===== src/rtl/pcn_pkg.sv =====
// Shared types and defaults for the stochastic parity check node.
package pcn_pkg;

    typedef enum logic [1:0] {
        IDLE    = 2'd0,
        RUN     = 2'd1,
        FIN_SAT = 2'd2,
        FIN_TO  = 2'd3
    } pcn_state_e;

    localparam int PCN_DC_DEF      = 6;
    localparam int PCN_SAT_TH_DEF  = 16;
    localparam int PCN_MAX_CYC_DEF = 1024;
    localparam int PCN_CNT_W_DEF   = 11;
    localparam int PCN_SATC_W_DEF  = 5;

    // True when a counter of width w can hold the value lim.
    function automatic bit width_ok(input int w, input int lim);
        return (longint'(1) << w) > longint'(lim);
    endfunction

endpackage


===== src/rtl/pcn_parity.sv =====
// Combinational parity core: P is the XOR of all inputs, E[i] excludes input i.
module pcn_parity #(
    parameter int DC = 6
) (
    input  logic [DC-1:0] q,
    output logic          p,
    output logic [DC-1:0] e
);

    assign p = ^q;

    generate
        for (genvar gi = 0; gi < DC; gi++) begin : g_ext
            assign e[gi] = p ^ q[gi];
        end
    endgenerate

endmodule


===== src/rtl/pcn_stoch.sv =====
// Stochastic parity check node with per-decode session FSM, SAT/TIMEOUT detection.
// Build option: define PCN_PIPE_EN to register Q before the parity core.
module pcn_stoch
    import pcn_pkg::*;
#(
    parameter int DC      = PCN_DC_DEF,
    parameter int SAT_TH  = PCN_SAT_TH_DEF,
    parameter int MAX_CYC = PCN_MAX_CYC_DEF,
    parameter int CNT_W   = PCN_CNT_W_DEF,
    parameter int SATC_W  = PCN_SATC_W_DEF
) (
    input  logic             CLK,
    input  logic             INIT,
    input  logic             START,
    input  logic [DC-1:0]    Q,
    output logic [DC-1:0]    R,
    output logic             BUSY,
    output logic             SAT,
    output logic             TIMEOUT,
    output logic             DONE,
    output logic [CNT_W-1:0] CYC
);

    pcn_state_e        state_q, state_d;
    logic [DC-1:0]     r_q, r_d;
    logic [CNT_W-1:0]  cyc_q, cyc_d;
    logic [SATC_W-1:0] satcnt_q, satcnt_d;
    logic              busy_q, busy_d;
    logic              sat_q, sat_d;
    logic              to_q, to_d;
    logic              done_q, done_d;

    logic [DC-1:0]     par_in;
    logic              par_p;
    logic [DC-1:0]     par_e;
    logic              eval;
    logic              start_session;

    assign start_session = START && (state_q != RUN);

`ifdef PCN_PIPE_EN
    logic [DC-1:0] qreg_q, qreg_d;
    logic          valid_q, valid_d;

    // The first RUN edge only primes qreg; evaluation starts on the next one.
    always_comb begin
        qreg_d  = qreg_q;
        valid_d = valid_q;
        if (state_q == RUN) begin
            qreg_d  = Q;
            valid_d = 1'b1;
        end else if (start_session) begin
            qreg_d  = '0;
            valid_d = 1'b0;
        end
    end

    always_ff @(posedge CLK) begin
        if (INIT) begin
            qreg_q  <= '0;
            valid_q <= 1'b0;
        end else begin
            qreg_q  <= qreg_d;
            valid_q <= valid_d;
        end
    end

    assign par_in = qreg_q;
    assign eval   = valid_q;
`else
    assign par_in = Q;
    assign eval   = 1'b1;
`endif

    pcn_parity #(.DC(DC)) u_parity (
        .q (par_in),
        .p (par_p),
        .e (par_e)
    );

    always_comb begin
        state_d  = state_q;
        r_d      = r_q;
        cyc_d    = cyc_q;
        satcnt_d = satcnt_q;
        busy_d   = busy_q;
        sat_d    = sat_q;
        to_d     = to_q;
        done_d   = done_q;

        case (state_q)
            RUN: begin
                if (eval) begin
                    r_d      = par_e;
                    cyc_d    = cyc_q + CNT_W'(1);
                    satcnt_d = par_p ? '0 : satcnt_q + SATC_W'(1);
                    // Satisfaction is checked first so it wins over a simultaneous budget hit.
                    if (!par_p && satcnt_q == SATC_W'(SAT_TH - 1)) begin
                        state_d = FIN_SAT;
                        busy_d  = 1'b0;
                        sat_d   = 1'b1;
                        done_d  = 1'b1;
                    end else if (cyc_q == CNT_W'(MAX_CYC - 1)) begin
                        state_d = FIN_TO;
                        busy_d  = 1'b0;
                        to_d    = 1'b1;
                        done_d  = 1'b1;
                    end
                end
            end
            default: begin
                if (state_q == IDLE) begin
                    r_d = '0;
                end
                if (start_session) begin
                    state_d  = RUN;
                    cyc_d    = '0;
                    satcnt_d = '0;
                    busy_d   = 1'b1;
                    sat_d    = 1'b0;
                    to_d     = 1'b0;
                    done_d   = 1'b0;
                end
            end
        endcase
    end

    always_ff @(posedge CLK) begin
        if (INIT) begin
            state_q  <= IDLE;
            r_q      <= '0;
            cyc_q    <= '0;
            satcnt_q <= '0;
            busy_q   <= 1'b0;
            sat_q    <= 1'b0;
            to_q     <= 1'b0;
            done_q   <= 1'b0;
        end else begin
            state_q  <= state_d;
            r_q      <= r_d;
            cyc_q    <= cyc_d;
            satcnt_q <= satcnt_d;
            busy_q   <= busy_d;
            sat_q    <= sat_d;
            to_q     <= to_d;
            done_q   <= done_d;
        end
    end

    assign R       = r_q;
    assign BUSY    = busy_q;
    assign SAT     = sat_q;
    assign TIMEOUT = to_q;
    assign DONE    = done_q;
    assign CYC     = cyc_q;

    a_cnt_w:  assert property (@(posedge CLK) width_ok(CNT_W, MAX_CYC));
    a_satc_w: assert property (@(posedge CLK) width_ok(SATC_W, SAT_TH));
    a_dc_min: assert property (@(posedge CLK) DC >= 2);

endmodule


===== config.mk =====
export PLATFORM = sky130hd
export DESIGN_NAME = pcn_stoch
export DESIGN_NICKNAME = d
export VERILOG_FILES = /design/src/rtl/pcn_pkg.sv /design/src/rtl/pcn_parity.sv /design/src/rtl/pcn_stoch.sv
export SDC_FILE = /design/constraint.sdc
export NUM_CORES = 1
export LEC_CHECK = 0
export CORE_UTILIZATION = 55
export CTS_CLUSTER_DIAMETER = 80
export CTS_CLUSTER_SIZE = 8
export DETAILED_ROUTE_END_ITERATION = 6
export DONT_BUFFER_PORTS = 1
export HOLD_SLACK_MARGIN = 0.02
export PLACE_DENSITY = 0.73
export SLEW_MARGIN = 5
export SYNTH_ARGS = -nofsm -noshare
export SYNTH_HDL_FRONTEND = slang
export SYNTH_HIERARCHICAL = 1
export SYNTH_SLANG_ARGS = --single-unit

===== constraint.sdc =====
create_clock -name CLK -period 2.2 [get_ports CLK]
set_clock_uncertainty 0.2 [all_clocks]
set_input_delay 0.44 -clock CLK [delete_from_list [all_inputs] [get_ports CLK]]
set_output_delay 0.44 -clock CLK [all_outputs]
set_load 0.005 [all_outputs]

-- After elaboration in Yosys (flattened, before gate mapping)
Index checks and enable logic that the tools add are counted.
- add/subtract/negate cells: 2
- equal/unequal tests: 8
- muxes and demuxes: 23
- bitwise gates (word level): 6
- reduce and logical (&&, ||, !) cells: 10
- operators with widths (operator ; count):
    $mux W11 ; 2
    $mux W5 ; 3
    $mux W1 ; 12
    $mux W6 ; 2
    $add A11 B1 Y11 const B ; 1
    $eq A11 B10 Y1 const B ; 1
    $mux W2 ; 4
    $ne A2 B2 Y1 const B ; 3
    $reduce_xor A6 Y1 ; 1
    $xor A1 B1 Y1 ; 6
    $add A5 B1 Y5 const B ; 1
    $eq A5 B4 Y1 const B ; 1
    $reduce_and A2 Y1 ; 2
    $reduce_bool A2 Y1 ; 2
    $ne A3 B3 Y1 const B ; 1
    $reduce_and A3 Y1 ; 1
    $eq A2 B1 Y1 const B ; 1
    $logic_and A1 B1 Y1 ; 2
    $logic_not A2 Y1 ; 1
    $ne A2 B1 Y1 const B ; 1
    $logic_not A1 Y1 ; 1
- register bits: 28
- input port bits: 9

-- Logic depth before layout (Yosys ltp)
- depth in word-level cells: 5
- gate-level depth with buffers: 7
- gate-level depth less buffers: 7

-- By module
The synthesis kept the hierarchy.
- modules (own cells, without submodules) (module ; times used ; cells each ; area each (µm²) ; seq. area each (µm²)):
    pcn_stoch ; 1 ; 133 ; 1199.9 ; 540.5
    pcn_parity ; 1 ; 10 ; 225.2 ; 0.0

-- Worst setup path before layout
Ideal clock, no wire load.
- kind: input -> register
- from: input Q[2]
- to: register satcnt_q[2]
- library setup time: 0.071 ns
- arrival time: 1.910 ns
- data required time: 1.929 ns
- slack: 0.019 ns
- stages: 4
- cell sequence: xnor2_2 xnor3_1 or4b_1 a21oi_1
- longest elaborated chain between the ends: 3
- ends and longest elaborated chain (element ; RTL line ; text):
    start: declaration ; pcn_stoch.sv:15 ; input logic [DC-1:0] Q,
    $reduce_xor A6 Y1 ; pcn_parity.sv:10 ; assign p = ^q;
    via par_p ; pcn_stoch.sv:34 ; logic par_p;
    $mux W5 ; pcn_stoch.sv:96 ; satcnt_d = par_p ? '0 : satcnt_q + SATC_W'(1);
    $mux W5 ; pcn_stoch.sv:91 ; case (state_q)
    end signal: assignment ; pcn_stoch.sv:142 ; satcnt_q <= satcnt_d;
    end: declaration ; pcn_stoch.sv:27 ; logic [SATC_W-1:0] satcnt_q, satcnt_d;
The timed path passes the listed nets, and every way through them passes these cells.
A chain may end at the register's enable or synchronous reset.

-- Final worst setup path
- from: register satcnt_q[0]
- to: register busy_q (netlist: BUSY)
- longest elaborated chain between the ends: 4
- ends and longest elaborated chain (element ; RTL line ; text):
    $eq A5 B4 Y1 (*) ; pcn_stoch.sv:98 ; if (!par_p && satcnt_q == SATC_W'(SAT_TH - 1)) begin
    $logic_and A1 B1 Y1 (*) ; pcn_stoch.sv:98 ;
    $ne A3 B3 Y1 (no source line) / $mux W1 (equally long branches) ; n/a ;
    $reduce_and A2 Y1 (no source line) / $mux W1 (equally long branches) ; n/a ;
    end signal: assignment ; pcn_stoch.sv:143 ; busy_q <= busy_d;
    end: declaration ; pcn_stoch.sv:28 ; logic busy_q, busy_d;
Mark *: on every way between the ends. The rest lies on a longest branch, timed or not.

==> impl_metrics.toml <==
[run_status]
outcome = "finished clean"

[placed_design]
port_buffers = 0
pre_cts_ws_ns = 0.1611
gp_congestion = 0.7228
dp_hpwl_um = 1971

[logic_synthesis]
synthTopCellsByArea = "dfxtp_1 (38%), xor3_4 (9.7%), nor2_1 (4.5%), a22oi_1 (3.2%), ha_1 (2.6%)"
synth_edf_count = 0
yosys_warnings = 6
netlist_area_um2 = 1425
ys.flop_type = "dfxtp_1"
synth_common_cells = "dfxtp_1 (27), nor2_1 (17), a21oi_1 (7), nor3_1 (7)"
syn_nets = 155
synth_seq_area_share_pct = 37.93
ys_ff_latch = 27
netlist.area_leader.share_pct = 37.93
synth_largest_area_cell = "dfxtp_1"
async_reset_ff_share_pct = 0
synth_cell_types = 44
syn_area_per_cell_um2 = 9.966
synth_cells = 143
synth_most_common_cell = "dfxtp_1"

[worst_hold_path]
whs_path_depth = 2
hold_path_class = "in2reg"
hold_end = "state_q[0]"
hp-start = "START"

[pwr]
power_density_nw_per_um2 = 607.7
leakagePower_uw = 0.0005937
irDropWorstVdd_uv = 356.1

[worst_setup_path]
path_class = "reg2reg"
path_cells = "ha_1 > and3_1 > ha_1 > nor2b_1 > and2_1 > or3b_1 > o22ai_1"
critical_path_arrival_ns = 2.07
slowest_stage = "dfxtp_1"
end_kind = "flop"
r2r_cells = 7
r2r-start = "satcnt_q[0]"
worst-path-max-fanout = 5
timing.rr.end = "BUSY"
cp-start-kind = "flop"
crit_top_cell = "ha_1"
cp_data_required_time_ns = 2.26
crit_path_max_incr_delay_ns = 0.37
reg2reg_slack_ns = 0.19
crit_start = "satcnt_q[0]"

[clocking]
clock_sinks = 27
clk_latency_ns = 0.32
cts_hold_buf = 1
post_cts_buffers = 0
htree_levels = 1
cts-resized-gates = 0
cts_buffer_depth = 2
numCtsBuffers = 3
cts_tree = "yes"
clk_pin_slew_ns = 0.14
cts.root.buffer_cell = "clkbuf_4"

[layout]
n_antenna_cell = 0
syn_to_final_growth_pct = 5.795
fillerInstances = 214
drive_gt1_share_pct = 17.01
nets = 160

[sta]
fin_ws_ns = 0.1927
final_max_slew_viol_count = 0
fmax_ghz = 0.4982
max-slew-margin-rel_pct = 43.11
period_share_pct = 91.24
rsz0062_at_grt = "false"
finalHoldViolations = 0
worst_pin_slew_ns = 0.8506
setup_viol = 0
totalNegativeSetupSlack_ns = 0
fin_crit_ns = 2.007

[detailed_routing]
firstDrtPassIters = 6
drc = 0
routed-via-count = 1067
routed_wl_um = 2731
wire_per_inst_um = 15.43
vias_per_cell = 6.028
drtIter0Drc = 20
drtAntennaViolNets = 0

[flow_run]
cap_violations = 0

[floorplanning]
die_area_um2 = 2799
pin_count = 30
fp.dieH_um = 52.91
initial_core_util_pct = 58.05
row_count = 18
core_um2 = 2455
die_width_um = 52.91

[global_route]
grt_pass1_vias = 1042
track_usage_pct = 21.79
grt_overflow_total = 0
antenna_found_initial = 0
grt_pass1_wl_um = 4491
grt_max_degree = 23
-- kinds of logic (layout without fill, tap and decap cells) --
group                    count (synthesis)  count (layout)  synth area share, %
buffers and inverters                    9              13                3.160
flip-flops                              27              27                37.93
adder cells (fa/ha/maj)                  3               3                2.634
XOR/XNOR                                13              13                17.65
multiplexers                             2               2                1.843
AO/OA/AOI/OAI                           26              26                11.77
AND/OR/NAND/NOR                         63              63                25.02
-- worst max-delay path by stage --
stage / slack (ns) / endpoint
4_1_cts: 0.20 / BUSY
3_5_place_dp: 0.16 / satcnt_q[2]
6_report: 0.19 / BUSY
2_1_floorplan: 0.02 / satcnt_q[2]
5_1_grt: 0.1 / BUSY
3_3_place_gp: 0.24 / BUSY
-- state kept, by name, indices dropped and copies added (netlist names) --
name	cells
BUSY	1
satcnt_q	5
TIMEOUT	1
state_q	1
CYC	11
DONE	1
SAT	1
R	6
-- metrics by stage --
stage | area, µm² | power [µW] | instances | hold slack, ns | utilization [%]
floorplan | 1425 | 674.1 | 143 | 0.2633 | -
global placement | 1470 | 702.3 | 172 | 0.2849 | 59.89
detailed placement | 1470 | 708.2 | 172 | 0.2807 | 59.89
CTS | 1508 | 928.7 | 177 | 0.05483 | 61.42
global route | 1508 | 967.4 | 177 | 0.04433 | 61.42
finish | 1508 | 916.2 | 177 | 0.07047 | 61.42
-- per-layer routing --
layer / GRT usage, % / vias to the layer above / part of all wire [%]
li1: - / 532 / -
met1: 25.49 / 497 / 44
met2: 38.61 / 36 / 49
met3: 4.885 / 2 / 6.5
met4: 7.456 / 0 / 0.55
met5: 0 / - / 0
-- cell type report --
class                   count  area [µm²]  area share [%]
flip-flops and latches     27       540.5           35.85
inverters                   2       7.507          0.4979
clock inverters             1       5.005          0.3319
repair buffers              7       55.05           3.651
clock buffers               3       22.52           1.494
multi-input cells         107       839.6           55.68
well taps                  30       37.54           2.490
-- cells in the final DEF (no fill, tap or decap), types with 2 or more instances in the layout --
cell,netlist,routed
a22oi_1,6,6
o21ai_0,4,4
xnor2_1,3,3
xnor2_2,2,2
dfxtp_1,27,27
nand2_1,5,5
clkbuf_4,0,3
and3_1,5,5
o31ai_1,4,4
nand3_1,6,6
nor2b_1,3,3
buf_4,0,6
ha_1,3,3
nor3_1,7,7
inv_1,2,2
nand4_1,6,6
xor3_4,5,5
nor2_1,17,17
a21oi_1,7,7
-- power by group --
group | internal [µW] | switching, µW
clock | 68.1 | 143
combinational | 112 | 74.5
sequential | 504 | 13.8
-- worst max-delay path, delay by kind of cell (launching register included) --
kind / cells / cell delay [ns]
AND/OR/NAND/NOR: 4 / 0.88
adder cells (fa/ha/maj): 2 / 0.39
flip-flops: 1 / 0.37
AO/OA/AOI/OAI: 1 / 0.10
Power figures use the tool's default switching activity.
